**config.mk**
```make
export PLATFORM = sky130hd
export DESIGN_NAME = pair_detect_window
export DESIGN_NICKNAME = d
export VERILOG_FILES = /design/src/rtl/pair_detect_window.sv
export SDC_FILE = /design/constraint.sdc
export NUM_CORES = 1
export LEC_CHECK = 0
export CAP_MARGIN = 0
export CORE_AREA = 2 2 39 41
export CTS_BUF_LIST = sky130_fd_sc_hd__clkbuf_4
export DETAILED_ROUTE_END_ITERATION = 8
export DIE_AREA = 0 0 41 43
export PLACE_DENSITY = 0.81
export SYNTH_ARGS = -nofsm -noshare
export SYNTH_HDL_FRONTEND = slang
export SYNTH_SLANG_ARGS = --single-unit
```
**constraint.sdc**
```tcl
create_clock -name clk -period 2.6 [get_ports clk]
set_clock_uncertainty 0.05 [all_clocks]
set_input_delay 0.78 -clock clk [delete_from_list [all_inputs] [get_ports clk]]
set_output_delay 0.78 -clock clk [all_outputs]
set_load 0.01 [all_outputs]
```
**src/rtl/pair_detect_window.sv**
```systemverilog
// pair_detect_window: pipelined popcount threshold detector with debounce,
// a run-length FSM and a saturating count of detection events.
module pair_detect_window #(
  parameter int p_nbits  = 3,
  parameter int p_thresh = 2,
  parameter int p_hold   = 1,
  parameter int p_invert = 0
) (
  input  logic                           clk,
  input  logic                           rst,
  input  logic                           in_val,
  input  logic [p_nbits-1:0]             in,
  input  logic                           clear,
  output logic [$clog2(p_nbits+1)-1:0]   count,
  output logic                           det_val,
  output logic                           det,
  output logic [7:0]                     event_cnt
);

  localparam int CW = $clog2(p_nbits + 1);
  localparam int RW = $clog2(p_hold + 1);
  localparam logic [CW-1:0] THR  = CW'(p_thresh);
  localparam logic [RW-1:0] HOLD = RW'(p_hold);
  localparam logic          INV  = (p_invert != 0);

  typedef enum logic [1:0] {
    IDLE   = 2'd0,
    ARM    = 2'd1,
    DETECT = 2'd2
  } state_t;

  logic [CW-1:0] count_q, count_d;
  logic          v1_q;
  logic [RW-1:0] run_q, run_d;
  logic          det_q, det_d;
  logic          det_val_q;
  logic [7:0]    event_q;
  state_t        state_q;
  logic          match;
  logic          rise;

  // Stage 1 population count of the incoming sample.
  always_comb begin
    count_d = '0;
    for (int unsigned i = 0; i < p_nbits; i++) begin
      count_d = count_d + CW'(in[i]);
    end
  end

  // Stage 1 registers: popcount is only refreshed by valid samples.
  always_ff @(posedge clk) begin
    if (rst) begin
      count_q <= '0;
      v1_q    <= 1'b0;
    end else begin
      v1_q <= in_val;
      if (in_val) begin
        count_q <= count_d;
      end
    end
  end

  // Stage 2 next-state: saturating run length and the debounced level.
  always_comb begin
    match = (count_q >= THR) ^ INV;
    run_d = run_q;
    if (v1_q) begin
      if (!match) begin
        run_d = '0;
      end else if (run_q != HOLD) begin
        run_d = run_q + RW'(1);
      end
    end
    det_d = (run_d == HOLD);
    rise  = det_d & ~det_q;
  end

  // Stage 2 FSM with registered outputs; clear wins over any same-cycle rise.
  always_ff @(posedge clk) begin
    if (rst) begin
      run_q     <= '0;
      det_q     <= 1'b0;
      det_val_q <= 1'b0;
      event_q   <= '0;
      state_q   <= IDLE;
    end else begin
      det_val_q <= v1_q;
      if (clear) begin
        run_q   <= '0;
        det_q   <= 1'b0;
        event_q <= '0;
        state_q <= IDLE;
      end else begin
        run_q <= run_d;
        det_q <= det_d;
        if (rise && event_q != 8'hFF) begin
          event_q <= event_q + 8'd1;
        end
        case (state_q)
          IDLE: begin
            if (run_d == HOLD)    state_q <= DETECT;
            else if (run_d != '0) state_q <= ARM;
          end
          ARM: begin
            if (run_d == '0)        state_q <= IDLE;
            else if (run_d == HOLD) state_q <= DETECT;
          end
          DETECT: begin
            if (run_d == '0) state_q <= IDLE;
          end
          default: state_q <= IDLE;
        endcase
      end
    end
  end

  assign count     = count_q;
  assign det_val   = det_val_q;
  assign det       = det_q;
  assign event_cnt = event_q;

endmodule

```
==> metrics.txt, run 1 <==
slowest stage delay, CP=590 ps; post-CTS sizing=0; Reg clk slew, reported paths=90 ps; GRT Total Usage=0.191; Register Area=260 um^2; gp weighted congestion=0.808; Synth Cell Area=632 um^2; # H-tree levels=1; RSZ-0062 raised after global routing=no; Top FF cell, synth=dfxtp_1; crit path time final=2170 ps; Vias=572; final hold vios=0; Initial DRC Count=10; largest net degree at the start of global routing=10; r2r setup slk=1070 ps; launch point of the worst path=event_cnt[7]; starting density of the core=0.457; critical path type=reg -> out; FF+latch count, synth=13; DRC=0; CTS tree=built; synth warn=0; Int Pwr=0.295 mW; # diodes=0; Seq/Total Area, Yosys=0.412; Worst Path Max Fanout=7; FILL cells=116; wire per inst=13.3 um; Net Sw Frac=0.231; outcome=finished, final reports clean; area post-placement=832 um^2; Crit. End Element=output pin; Leak=0.315 nW; Post-Route WL=1.37 mm; core footprint=1380 um^2; Hold Crit Class=reg -> reg; worst setup margin=428 ps; Logic pwr share=0.097; die area=1760 um^2; cell depth of the worst flop-to-flop path=4; initial antenna violation count=0; gr ovfl total=0; total area of multi-input combinational cells=360 um^2; r2r startpoint=event_cnt[0]; Crit. path cell count=1; vias in the first global route=539; FFs w/ async S/R, synth=0; Net Count, Synth=74; top-level I/O count=19; Max-slew headroom=0.690; Post-Place Worst Slack=437 ps; Sink Count=13; Final nets=97; Switch Pwr=0.0888 mW; DRT Pass-1 Iters=4; slowest cell on the critical path=clkdlybuf4s50_1; Synth Instances=65; sequential power share=0.541; dpl hpwl=1.03 mm; area growth from synthesis to layout=36.4%; Buf/Inv on CP=1; FF-to-FF End=event_cnt[6]; Longest Clk Path Bufs=2; CTS Buf Count=3; Syn Area/Cell=9.72 um^2; Fmax=460 MHz; family with the most delay on the worst path=buffers and inverters; Clk Tree Root Cell=clkbuf_4; Peak VDD IR=330 uV; port bufs=18; Final period util=0.835; Die W=41 um; Slew Viols, Final=0; # hold bufs at CTS=0; DR vias/cell=5.55; Max-cap violations=0; crit path cell chain=clkdlybuf4s50_1; final instance area=862 um^2; Post-CTS Setup Inserts=0; crit path launch type=flop; Setup crit end=event_cnt[7]; share of cells above drive strength 1=0.0920; Worst EP required=1770 ps; WP data arrival=1340 ps; Setup TNS=0 ps; first-pass GRT wire length=2.27 mm; Die Y=43 um; clock share of power=0.362; row cnt=14; later-pin clock latency in the skew report=280 ps; actual slew at the worst max-slew pin=463 ps; Cell variety after synth=23; cell area power density=445 nW/um^2; setup violators final=0; EDFF count, synth=0; Routed Antenna Nets=0
## worst reg2reg max path: cells and delay by family, from the launching register on
family | cells | cell delay [ps]
flops | 1 | 400
fa+ha+maj | 1 | 210
simple gates | 2 | 490
compound gates | 1 | 280
## per-layer routing
layer / vias up / part of all wire / global-route usage
li1: 282 / - / -
met1: 271 / 0.43 / 0.228
met2: 15 / 0.51 / 0.288
met3: 4 / 0.032 / 0.0471
met4: 0 / 0.026 / 0.127
met5: - / 0 / 0
## power groups by stage
stage / clock (mW) / sequential [mW] / combinational [mW]
4_1_cts: 0.140 / 0.208 / 0.0375
5_1_grt: 0.152 / 0.208 / 0.0406
3_3_place_gp: 0 / 0.212 / 0.0365
2_1_floorplan: 0 / 0.213 / 0.0137
6_report: 0.139 / 0.208 / 0.0372
3_5_place_dp: 0 / 0.212 / 0.0374
## sequential cells by signal, indices dropped and copies added, names as in the netlist
signal	cells
v1_q	1
det_val	1
event_cnt	8
count	2
det	1
## synthesized netlist by cell type (2+ instances only)
cell type,instances,area share
dfxtp_1,13,0.41
or3_1,5,0.050
nand3_1,2,0.016
nor2_1,5,0.030
a21oi_1,3,0.024
nand2_1,9,0.053
inv_1,3,0.018
mux2i_1,8,0.13
nor2b_1,2,0.020
a211oi_1,2,0.024
## cell usage in the layout (no fill, tap or decap), types with 3 or more instances in the layout
cell / n
clkbuf_4: 4
a21oi_1: 3
mux2i_1: 8
dfxtp_1: 13
inv_1: 3
nand2_1: 9
or3_1: 5
clkdlybuf4s50_1: 18
nor2_1: 5
## metrics by stage
stage | instances | util | hold slack (ps) | power, mW
floorplan | 65 | - | 453 | 0.227
global placement | 99 | 0.601 | 428 | 0.249
detailed placement | 99 | 0.601 | 436 | 0.250
CTS | 103 | 0.623 | 447 | 0.385
global route | 103 | 0.623 | 472 | 0.400
finish | 103 | 0.623 | 442 | 0.384
## kinds of logic (layout without fill, tap and decap cells)
kind of cell,Yosys count,after routing,share of synthesized area
AO/OA/AOI/OAI,9,9,0.123
adder cells (fa/ha/maj),2,2,0.0515
buffers and inverters,3,25,0.0178
flip-flops,13,13,0.412
multiplexers,8,8,0.127
AND/OR/NAND/NOR,30,30,0.269
## final cells by class
type                       count  share of cell area
tap                           16              0.0232
multi-input combinational     49               0.418
timing repair buffer          18               0.209
sequential                    13               0.302
clock buffer                   4              0.0348
inverter                       3              0.0131
## how the worst min path moves through the flow
| stage | depth (start not counted) | end | slack, ps | from |
|---|---|---|---|---|
| detailed placement | 2 | event_cnt[5] | 440 | event_cnt[5] |
| finish | 2 | event_cnt[5] | 440 | event_cnt[5] |
| CTS | 2 | event_cnt[5] | 450 | event_cnt[5] |
| floorplan | 2 | event_cnt[5] | 450 | event_cnt[5] |
| global placement | 2 | event_cnt[5] | 430 | event_cnt[5] |
| global route | 2 | event_cnt[5] | 470 | event_cnt[5] |
Power figures use the tool's default switching activity.
==> inputs of run 2 (changes only) <==
- CORE_AREA: 2 2 39 41 -> default
- CORE_MARGIN: default -> 1
- CORE_UTILIZATION: default -> 47
- DIE_AREA: 0 0 41 43 -> default
- PLACE_DENSITY: 0.81 -> 0.8
- clock period: 2.6 -> 2.09 ns (I/O delays scaled with it)
==> run 2 against run 1 <==
Compared with the run above: global-route usage up 3.2 points; cell count down 0.97%; worst hold slack better by 19 ps; first-iteration DRC count up 30%; die area down 15%; critical path type unchanged; register-to-register slack worse by 540 ps; power up 24%; clock-buffer cell count unchanged; utilization up 12 points; combinational power up 27%.
==> metrics.txt, run 2 (same netlist as run 1, synthesis figures left out) <==
area growth from synthesis to layout=37.2%; Slew Viols, Final=0 (unchanged); met2 wire len=674 um (-3.3%); max FFs per register=8 (unchanged); CTS Buf Count=3 (unchanged); Final nets=98 (+1.0%); Worst EP required=1410 ps (-360 ps); most frequent cells in the layout=clkdlybuf4s50_1 (18), dfxtp_1 (13), nand2_1 (9); slowest stage delay, CP=580 ps (about the same); actual slew at the worst max-slew pin=328 ps (-134 ps); met1 wire length=611 um (+4.1%); die area=1490 um^2 (-15%); DR vias/cell=5.51 (-0.78%); # diodes=0 (unchanged); initial antenna violation count=0 (unchanged); vias in the first global route=504 (-6.5%); final hold vios=0 (unchanged); Reg clk slew, reported paths=70 ps (-20 ps); top-level I/O count=19 (unchanged); Peak VDD IR=383 uV (+16%); Post-CTS Setup Inserts=0 (unchanged); later-pin clock latency in the skew report=280 ps (about the same); Worst Path Max Fanout=7 (unchanged); Fmax=502 MHz; slowest cell on the critical path=clkdlybuf4s50_1; GRT Total Usage=0.223 (+0.0319); first-pass GRT wire length=2.19 mm (-3.7%); WP data arrival=1310 ps (-30 ps); CTS tree=built; Initial DRC Count=13 (+3); Vias=562 (-1.7%); Die Y=38.7 um (-10%); largest net degree at the start of global routing=10 (unchanged); commonest non-fill, non-tap cell in the layout=clkdlybuf4s50_1; outcome=finished, final reports clean; RSZ-0062 raised after global routing=no; # hold bufs at CTS=0 (unchanged); Routed Antenna Nets=0 (unchanged); Final period util=0.953; share of cells above drive strength 1=0.102 (+0.0103); met3 routed WL=58 um (+32%); Setup TNS=0 ps (unchanged); Crit. End Element=output pin; gp weighted congestion=0.826 (+2.2%); Finished Core Util=0.740 (+0.117); setup violators final=0 (unchanged); Die W=38.7 um (-5.7%); Max-slew headroom=0.778 (+0.0877); wire per inst=13.3 um (+0.61%); Clk Tree Root Cell=clkbuf_4; starting density of the core=0.540 (+0.0829); Hold Crit Class=reg -> reg; post-CTS sizing=0 (unchanged); Longest Clk Path Bufs=2 (unchanged); DRC=0 (unchanged); core footprint=1170 um^2 (-15%); critical path type=reg -> out; port bufs=18 (unchanged); Sink Count=13 (unchanged); DRT Pass-1 Iters=3 (-1); Max-cap violations=0 (unchanged); Buf/Inv on CP=1 (unchanged); crit path launch type=flop; gr ovfl total=0 (unchanged); Post-Route WL=1.36 mm (-0.37%); Leak=0.320 nW (+1.6%); # H-tree levels=1 (unchanged); family with the most delay on the worst path=buffers and inverters; cell area power density=547 nW/um^2 (+23%); Top Metal Used=met4; crit path cell chain=clkdlybuf4s50_1; crit path time final=1990 ps; row cnt=12 (-2); dpl hpwl=1.06 mm (+3.5%)
## run 2: cell types whose count changed in the layout (fill, tap and decap cells not counted)
cell	delta
buf_4	+1
## run 2: power by group
group / switching (mW) / internal, mW / total, mW
sequential: 0.00579 / 0.253 / 0.259
clock: 0.0814 / 0.0872 / 0.169
combinational: 0.0192 / 0.0281 / 0.0473
total: 0.106 / 0.368 / 0.475
## run 2: worst register-to-register path, stage by stage (launching register included)
cell	delay, ps
dfxtp_1	400
ha_1	220
nand2_1	120
or3_1	360
o311a_1	290
## run 2: path summary, 6_finish.rpt
kind                                   start           end  slack (ps)  cells past startpoint
worst min-delay path            event_cnt[1]  event_cnt[1]         460                      2
worst max register to register  event_cnt[0]  event_cnt[6]         530                      4
worst min register to register  event_cnt[1]  event_cnt[1]         460                      2
worst max-delay path            event_cnt[7]  event_cnt[7]         100                      1
## run 2: layout make-up
type                    instances  area, um^2
inverters                       3        11.3
repair buffers                 19         188
flip-flops and latches         13         260
fillers                        99         304
well taps                      14        17.5
multi-input cells              49         360
clock buffers                   4        30.0
## run 2: per-layer routing
| layer | GRT usage | vias to the layer above |
|---|---|---|
| met2 | 0.379 | 12 |
| met3 | 0.0867 | 3 |
| met5 | 0 | - |
| met4 | 0.0517 | 0 |
| li1 | - | 283 |
| met1 | 0.261 | 264 |
## run 2: per-stage QoR
stage | instance area (um^2) | setup slack, ps | hold slack, ps | power, mW | std cells
final | 867 | 98.7 | 461 | 0.475 | 102
after detailed placement | 837 | 187 | 446 | 0.312 | 98
after global routing | 867 | 55.8 | 503 | 0.498 | 102
after floorplan | 632 | 602 | 453 | 0.283 | 65
after CTS | 867 | 103 | 463 | 0.479 | 102
after global placement | 837 | 216 | 429 | 0.311 | 98
==> RTL change 1 (settings of run 2) <==
Register the output `event_cnt` once more; this adds one clock of latency there. The other outputs are not delayed to match.
--- a/src/rtl/pair_detect_window.sv
+++ b/src/rtl/pair_detect_window.sv
@@ -117,7 +117,9 @@
   assign count     = count_q;
   assign det_val   = det_val_q;
   assign det       = det_q;
-  assign event_cnt = event_q;
+  always_ff @(posedge clk) begin
+    event_cnt <= event_q;
+  end
 
 endmodule
 
Function: changed (a bounded check fails within 4 cycles, from zero or initial values and one cycle with rst high).
==> RTL change 1 against run 2 <==
  * Via count decreased by 8.5%
  * Worst setup slack improved by 0.10 ns
  * Sequential share of layout area increased by 13 points
  * Power increased by 36%
  * Final cell count decreased by 0.98%
  * Clock power increased by 15%
  * Cell area increased by 12%
  * Area after synthesis increased by 15%
  * Count of clock-buffer cells in the layout unchanged
  * Critical path depth unchanged
  * Sequential cell count increased by 8
  * Wire length decreased by 14%
  * Largest power group unchanged
==> RTL change 1: results (changes against run 2) <==
metric,value,unit,change
via count,514,,-8.5%
worst vdd ir,0.453,mV,+18%
vias in the first global route,432,,-14%
Hold WS,0.342,ns,-0.119 ns
mux contribution to synthesized area,5.49,%,-7.2 points
Tot GR Track Use,16.3,%,-6.0 points
post-DR vias/cell,5.09,,-7.6%
post-CTS setup buffers,0,,unchanged
fill count,107,,+8.1%
Net Sw Frac,19.7,%,-2.7 points
CP endpoint,count[1],,
Worst Max-Slew Pin Slew,0.247,ns,-0.0809 ns
compound-cell area share of the yosys netlist,11.7,%,-0.61 points
CP startpoint,count[1],,
worst reg2reg path endpoint,event_q[7],,
drt first-iter violations,3,,-10
"Reg clk slew, reported paths",0.11,ns,+0.04 ns
global-route wire length before repair,1780,um,-19%
Hold Path Depth,0,,-2
CP max stage delay,0.55,ns,-0.03 ns
placed cell areas,940,um2,+12%
syn_nets,72,,-2.7%
largest net degree at the start of global routing,12,,+2
dpl hpwl,926,um,-13%
Synth top cells by count,"21 x dfxtp_1, 8 x nor2_1, 4 x mux2i_1",,
Final nets,96,,-2.0%
status,completed,,
worst r2r src,event_q[0],,
TritonRoute pass-1 iters,2,,-1
Post-Synth XOR/XNOR Area,3.60,%,+3.6 points
crit path max fanout,4,,-3
ratio of cells with drive above 1 in the final layout,14.0,%,+3.7 points
top post-synthesis cells by area,"dfxtp_1 58%, mux2i_1 5.5%, nor2_1 4.1%, xor2_1 3.6%, o211ai_4 2.9%",,
sequential area share after synthesis,57.6,%,+16 points
Final setup viols,0,,unchanged
fin crit period,1.89,ns,-0.103 ns
hold path start,event_q[1],,
RTL change 1: power by group through the flow:
stage | Clock (W) | Combinational [W] | Sequential, W
after floorplan | 0 | 0.0000140 | 0.000420
after global placement | 0 | 0.0000430 | 0.000418
after detailed placement | 0 | 0.0000440 | 0.000418
after CTS | 0.000203 | 0.0000442 | 0.000409
after global routing | 0.000214 | 0.0000468 | 0.000410
final | 0.000195 | 0.0000436 | 0.000409
RTL change 1: cell type report:
class | count | area [um2] | share of cell area [%]
clock buffers | 4 | 30.0 | 3.10
repair buffers | 20 | 195 | 20.1
well taps | 15 | 18.8 | 1.94
multi-input cells | 41 | 305 | 31.5
flip-flops and latches | 21 | 420 | 43.4
RTL change 1: layer usage:
metal	up-vias	wire length [um]	track usage [%]
met2	7	548	25.0
met5	-	0	0
met4	0	12	9.68
met3	2	28	3.19
li1	270	-	-
met1	235	577	21.0
==> RTL change 2 (config.mk and constraints of run 2) <==
Without the edit above. The parameter `p_invert` goes from 0 to 1.
--- a/src/rtl/pair_detect_window.sv
+++ b/src/rtl/pair_detect_window.sv
@@ -4,7 +4,7 @@
   parameter int p_nbits  = 3,
   parameter int p_thresh = 2,
   parameter int p_hold   = 1,
-  parameter int p_invert = 0
+  parameter int p_invert = 1
 ) (
   input  logic                           clk,
   input  logic                           rst,
Check against the original RTL: not equivalent (Yosys sat finds a counterexample within 4 cycles, from zero or initial values and one cycle with rst high).
==> RTL change 2 against run 2 <==
  * Wire length shrank 13%
  * Worst setup slack better by 0.014 ns
  * Sequential power barely moved
  * Fmax increased by 0.70%
  * Power increased by 1.9%
  * Non-clock buffer count up 1
  * Sequential cell count unchanged
  * Area after synthesis is 0.79% lower
  * Critical path depth unchanged
  * Cell area is 1.4% lower
  * First-iteration DRC count up 38%
  * Synthesized cell count up 1.5%
  * Largest cell class unchanged
  * Highest routed layer unchanged
==> RTL change 2: results (changes against run 2) <==
metric,value,unit,change
Leak Pwr,0.340,nW,+6.2%
FF-to-FF path depth,3,,-1
status,completed,,
global-route wire length before repair,1990,um,-9.1%
max reg flops,8,,unchanged
P per Cell Area,566,nW/um2,+3.3%
Worst Max-Slew Pin Slew,0.604,ns,+0.275 ns
routed len/inst,11.7,um,-13%
sequential area share after synthesis,41.5,%,+0.33 points
Tot GR Track Use,19.5,%,-2.8 points
"Reg clk slew, reported paths",0.08,ns,
worst reg2reg path endpoint,event_cnt[4],,
Signal buffers,20,,+1
"Endpoint, Worst Hold",det_val,,
Seq cells,13,,unchanged
hold path start,v1_q,,
comb_multi_in,47,,-4.1%
clock distribution power,0.000170,W,
Final Wtd Congestion,0.787,,-4.8%
worst vdd ir,0.393,mV,+2.5%
ratio of cells with drive above 1 in the final layout,6.82,%,-3.4 points
vias in the first global route,473,,-6.2%
worst r2r src,count[1],,
post-CTS setup buffers,0,,unchanged
fill count,92,,-7.1%
Hold Path Depth,1,,-1
CTS resizes,0,,unchanged
syn_area_per_cell,9.50,um2,-2.3%
library cells used by synthesis,24,,+4.3%
Bufs on Longest Clock Path,2,,unchanged
ClkCell Share,3.51,%,+0.051 points
Signal buf overhead,22.8,%,+1.2 points
P_comb,0.0000550,W,+16%
non-clock inverter count,4,,+1
critical path data arrival time,1.30,ns,
fin crit period,1.98,ns,-0.0139 ns
drt first-iter violations,18,,+5
internal reg-to-reg setup slack,0.32,ns,-0.21 ns
Synth top cells by count,"13 x dfxtp_1, 9 x nand2_1, 8 x mux2i_1",,
Post-Synth Adder-Cell Area,5.19,%,+0.041 points
post-DR vias/cell,5.39,,-2.1%
mux contribution to synthesized area,12.8,%,+0.10 points
area occupied by multi-input gates,337,um2,-6.6%
CP max-delay cell,clkdlybuf4s50_1,,
top post-synthesis cells by area,"dfxtp_1 42%, mux2i_1 13%, nand2_1 5.4%, o211a_1 4.8%, fa_1 3.2%",,
CP endpoint,event_cnt[7],,
Setup WS pre-CTS,0.138,ns,-0.0488 ns
warnings from Yosys,0,,unchanged
dpl hpwl,873,um,-18%
largest net degree at the start of global routing,11,,+1
syn_nets,75,,+1.4%
crit path max fanout,8,,+1
TritonRoute pass-1 iters,4,,+1
fraction of area in registers,30.5,%,+0.44 points
compound-cell area share of the yosys netlist,10.8,%,-1.5 points
min-delay worst type,reg -> reg,,
internal power component,0.000373,W,+1.2%
-- RTL change 2: cell count changes after synthesis, moves of 2 or more --
cell,run 2,this run
or4_1,0,2
or3_1,5,3
o211a_1,0,3
a21oi_1,3,1
-- RTL change 2: worst register-to-register path: stages, from the launching register on --
cell and delay (ns):
dfxtp_1 0.34, or3b_1 0.52, a2111oi_0 0.55, mux2i_1 0.24
-- RTL change 2: metrics by stage --
stage	area [um2]	hold WS [ns]
floorplan	627	0.419
global placement	825	0.427
detailed placement	825	0.435
CTS	855	0.447
global route	855	0.463
finish	855	0.443
-- RTL change 2: metal layers --
| layer | share of wire (%) | routed length (um) | global-route usage (%) | vias up |
|---|---|---|---|---|
| met3 | 7.2 | 86 | 6.40 | 2 |
| li1 | - | - | - | 283 |
| met4 | 1.6 | 19 | 7.76 | 0 |
| met5 | 0 | 0 | 0 | - |
| met1 | 50 | 590 | 24.2 | 242 |
| met2 | 41 | 493 | 30.8 | 23 |
